$ cat src/rtl/s2p.sv
// rtl/s2p.sv - serial-to-parallel deserializer with one-word holding register
module s2p #(
  parameter int N = 4
) (
  input  logic         clk,
  input  logic         rstn,
  input  logic         ser_val,
  output logic         ser_ready,
  input  logic         ser_data,
  output logic         par_valid,
  input  logic         par_ready,
  output logic [N-1:0] par_data,
  input  logic         clr,
  output logic         busy
);

  localparam int            CW   = (N > 1) ? $clog2(N) : 1;
  localparam logic [CW-1:0] LAST = CW'(N - 1);

  logic [CW-1:0] cnt_q, cnt_d;
  logic [N-2:0]  shift_q, shift_d;
  logic [N-1:0]  pdata_q, pdata_d;
  logic          pvalid_q, pvalid_d;

  logic          last_bit;
  logic          accept;
  logic          complete;
  logic [N-1:0]  word;

  // The completing bit is the only one that must wait for a free holding register;
  // earlier bits of the next word go into the shift register regardless.
  assign last_bit  = (cnt_q == LAST);
  assign ser_ready = !clr && !(last_bit && pvalid_q && !par_ready);
  assign accept    = ser_val && ser_ready;
  assign complete  = accept && last_bit;
  assign word      = {shift_q, ser_data};

  assign par_valid = pvalid_q;
  assign par_data  = pdata_q;
  assign busy      = (cnt_q != '0);

  // Next-state: shift/count on accepted bits, hand off to the holding register on the N-th
  always_comb begin
    cnt_d    = cnt_q;
    shift_d  = shift_q;
    pdata_d  = pdata_q;
    pvalid_d = pvalid_q;

    if (clr) begin
      cnt_d = '0;
    end else if (accept) begin
      if (last_bit) begin
        pdata_d = word;
        cnt_d   = '0;
      end else begin
        shift_d = word[N-2:0];
        cnt_d   = cnt_q + CW'(1);
      end
    end

    // A completion in the same cycle as a consume keeps par_valid high (no bubble)
    if (complete) begin
      pvalid_d = 1'b1;
    end else if (par_ready) begin
      pvalid_d = 1'b0;
    end
  end

  // State registers; reset discards both the partial and the pending word
  always_ff @(posedge clk or negedge rstn) begin
    if (!rstn) begin
      cnt_q    <= '0;
      shift_q  <= '0;
      pdata_q  <= '0;
      pvalid_q <= 1'b0;
    end else begin
      cnt_q    <= cnt_d;
      shift_q  <= shift_d;
      pdata_q  <= pdata_d;
      pvalid_q <= pvalid_d;
    end
  end

endmodule

$ cat config.mk
export PLATFORM = sky130hd
export DESIGN_NAME = s2p
export DESIGN_NICKNAME = d
export VERILOG_FILES = /design/src/rtl/s2p.sv
export SDC_FILE = /design/constraint.sdc
export NUM_CORES = 1
export LEC_CHECK = 0
export CAP_MARGIN = 10
export CORE_MARGIN = 2
export CORE_UTILIZATION = 35
export DETAILED_ROUTE_END_ITERATION = 6
export DONT_BUFFER_PORTS = 1
export GPL_TIMING_DRIVEN = 0
export SYNTH_ARGS = -nofsm -noshare
export SYNTH_HDL_FRONTEND = slang
export SYNTH_SLANG_ARGS = --single-unit
$ cat constraint.sdc
create_clock -name clk -period 1.6 [get_ports clk]
set_input_delay 0.32 -clock clk [delete_from_list [all_inputs] [get_ports clk]]
set_output_delay 0.32 -clock clk [all_outputs]
set_load 0.02 [all_outputs]
==> impl_metrics.json <==
{
  "status": "finished clean",
  "cts.sinks": 10,
  "ys_seq_area_frac": 0.519,
  "endpoint": "ser_ready",
  "powerDensity_nw_per_um2": 1110,
  "layout_common_cells": "dfrtp_1, mux2_4, inv_1, mux2_2, clkbuf_4",
  "drive_gt1_frac": 0.405,
  "dpl.cell_count": 48,
  "r2r-start": "cnt_q[0]",
  "final-hold-violation-count": 0,
  "die_w_um": 41.1,
  "rsz0062_at_grt": "no",
  "rr_worst_depth": 3,
  "layout_commonest_cell": "dfrtp_1",
  "via_count": 273,
  "grt_max_degree": 11,
  "maxCapViolations": 0,
  "clock-skew-final_ns": 0.000665,
  "nFillCells": 126,
  "antenna_found_initial": 0,
  "worst_setup_path_start_kind": "flop",
  "layout_min_cycle_time_ns": 1.53,
  "grt_first_pass_wirelength_mm": 1.10,
  "setup_tns_ns": 0,
  "track_usage": 0.114,
  "worstPathMaxFanout": 5,
  "std_cell_rows": 13,
  "h-tree-depth": 1,
  "holdWs_ns": 0.170,
  "final_cell_count_no_fill": 52,
  "crit_chain": "ha_1 > a21oi_2",
  "io_buffers": 0,
  "multi_input_area_um2": 224,
  "core-area_um2": 1300,
  "crit_cells": 2,
  "grt_pass1_vias": 263,
  "ff2ff_setup_slack_ns": 0.11,
  "dieArea_um2": 1690,
  "overflow": 0,
  "clk_latency_ns": 0.25,
  "maxSlewHeadroom": 0.699,
  "root_buffer": "clkbuf_4",
  "vias_per_cell": 5.25,
  "tightest_slew_ns": 0.449,
  "fmax_ghz": 0.653,
  "synth.cell_area_um2": 482,
  "worstSetupPathType": "reg -> out",
  "r2r-end": "shift_q[0]",
  "critPathSlowestCell": "dfrtp_1",
  "hold_class": "in -> reg",
  "synth_area_per_cell_um2": 14.6,
  "min_period_over_period": 0.957,
  "syn_nets": 41,
  "path_clk_slew_ns": 0.06,
  "synth_cell_types": 15,
  "area.sequential_um2": 250,
  "firstDrtPassIters": 2,
  "drt_iter0_drc": 1,
  "ant_nets": 0,
  "slowest_delay_ns": 0.40,
  "drc": 0,
  "initial_core_util": 0.370,
  "diodes": 0,
  "endpoint_kind": "output port",
  "cpLargestDelayFamily": "flip-flops",
  "required_ns": 1.28,
  "cts_buffer_depth": 2,
  "io_pins": 13,
  "area_delta_synth_final_pct": 11.4,
  "dpl.hpwl_um": 618,
  "yosysWarnings": 0,
  "slew_violations": 0,
  "cts_buffers": 3,
  "startpoint": "cnt_q[0]",
  "nNetsFinal": 47,
  "finish.utilization": 0.413,
  "cp.arrival_ns": 1.21,
  "finalSetupViolCount": 0,
  "path_buf_inv": 0,
  "cts_tree": "done",
  "synthCells": 33,
  "power.leakage_nw": 0.248,
  "synth_seq_cells": 10,
  "min_from": "clr",
  "finalWirelength_um": 790,
  "ir_drop_mv": 0.452,
  "die_h_um": 41.1,
  "wl_per_cell_um": 15.2,
  "gp_congestion": 0.674
}
## layout make-up
class,count,share of cell area
Sequential cell,10,0.466
Multi-Input combinational cell,20,0.417
Clock buffer,3,0.0420
Tap cell,15,0.0350
Inverter,3,0.0210
Timing Repair Buffer,1,0.0186
## where the power goes
part / internal, mW / switching, mW / leakage [nW] / total [mW]
logic: 0.0547 / 0.0328 / 0.104 / 0.0875
registers: 0.297 / 0.0544 / 0.130 / 0.352
clock network: 0.0861 / 0.0724 / 0.0138 / 0.159
## per-layer routing
| layer | vias up | global-route usage | part of all wire |
|---|---|---|---|
| met1 | 141 | 0.115 | 0.42 |
| li1 | 124 | - | - |
| met3 | 0 | 0.0652 | 0.061 |
| met2 | 8 | 0.168 | 0.52 |
| met5 | - | 0 | 0 |
| met4 | 0 | 0.0968 | 0 |
## stage by stage
| stage | cell area (µm²) | power [mW] | setup WS (ns) |
|---|---|---|---|
| 2_1_floorplan | 482 | 0.421 | 0.219 |
| 3_3_place_gp | 500 | 0.434 | 0.172 |
| 3_5_place_dp | 500 | 0.439 | 0.136 |
| 4_1_cts | 537 | 0.611 | 0.0635 |
| 5_1_grt | 537 | 0.636 | 0.00509 |
| 6_report | 537 | 0.598 | 0.0682 |
## sequential cells by signal, indices dropped and copies added, names as in the netlist
| register | count |
|---|---|
| shift_q | 3 |
| par_data | 4 |
| cnt_q | 2 |
| par_valid | 1 |
## worst min path at each step
stage	to	slack, ns	depth (start not counted)
floorplan	cnt_q[0]	0.02	0
global placement	cnt_q[0]	0.02	0
finish	cnt_q[0]	0.17	1
CTS	cnt_q[0]	0.16	1
detailed placement	cnt_q[0]	0.02	0
global route	cnt_q[0]	0.15	1
## kinds of logic after synthesis
kind of cell               after synthesis  synth area share
buffers and inverters                    3            0.0234
DFF                                     10             0.519
muxes                                    8             0.216
and+or+nand+nor                          7             0.148
adders and majority gates                2            0.0519
AOI/OAI and AO/OA                        3            0.0416
## cell usage after synthesis (all sizes together)
cell    count  area share
nand2b      2       0.026
dfrtp      10        0.52
a21oi       1       0.010
mux2        7        0.19
o31ai       1       0.016
or4b        1       0.021
inv         3       0.023
a21boi      1       0.016
nor3b       1       0.026
nor2b       1       0.029
ha          2       0.052
or2         1       0.013
mux2i       1       0.021
and4bb      1       0.034
## repair_timing
action / in CTS / in global routing
setup buffers: 0 / 0
hold buffers: 1 / 0
endpoints found under the setup margin: 1 / 0
endpoints found under the hold margin: 10 / 0
resized for setup: 1 / 0
No activity file was read; power rests on OpenSTA's default activity.
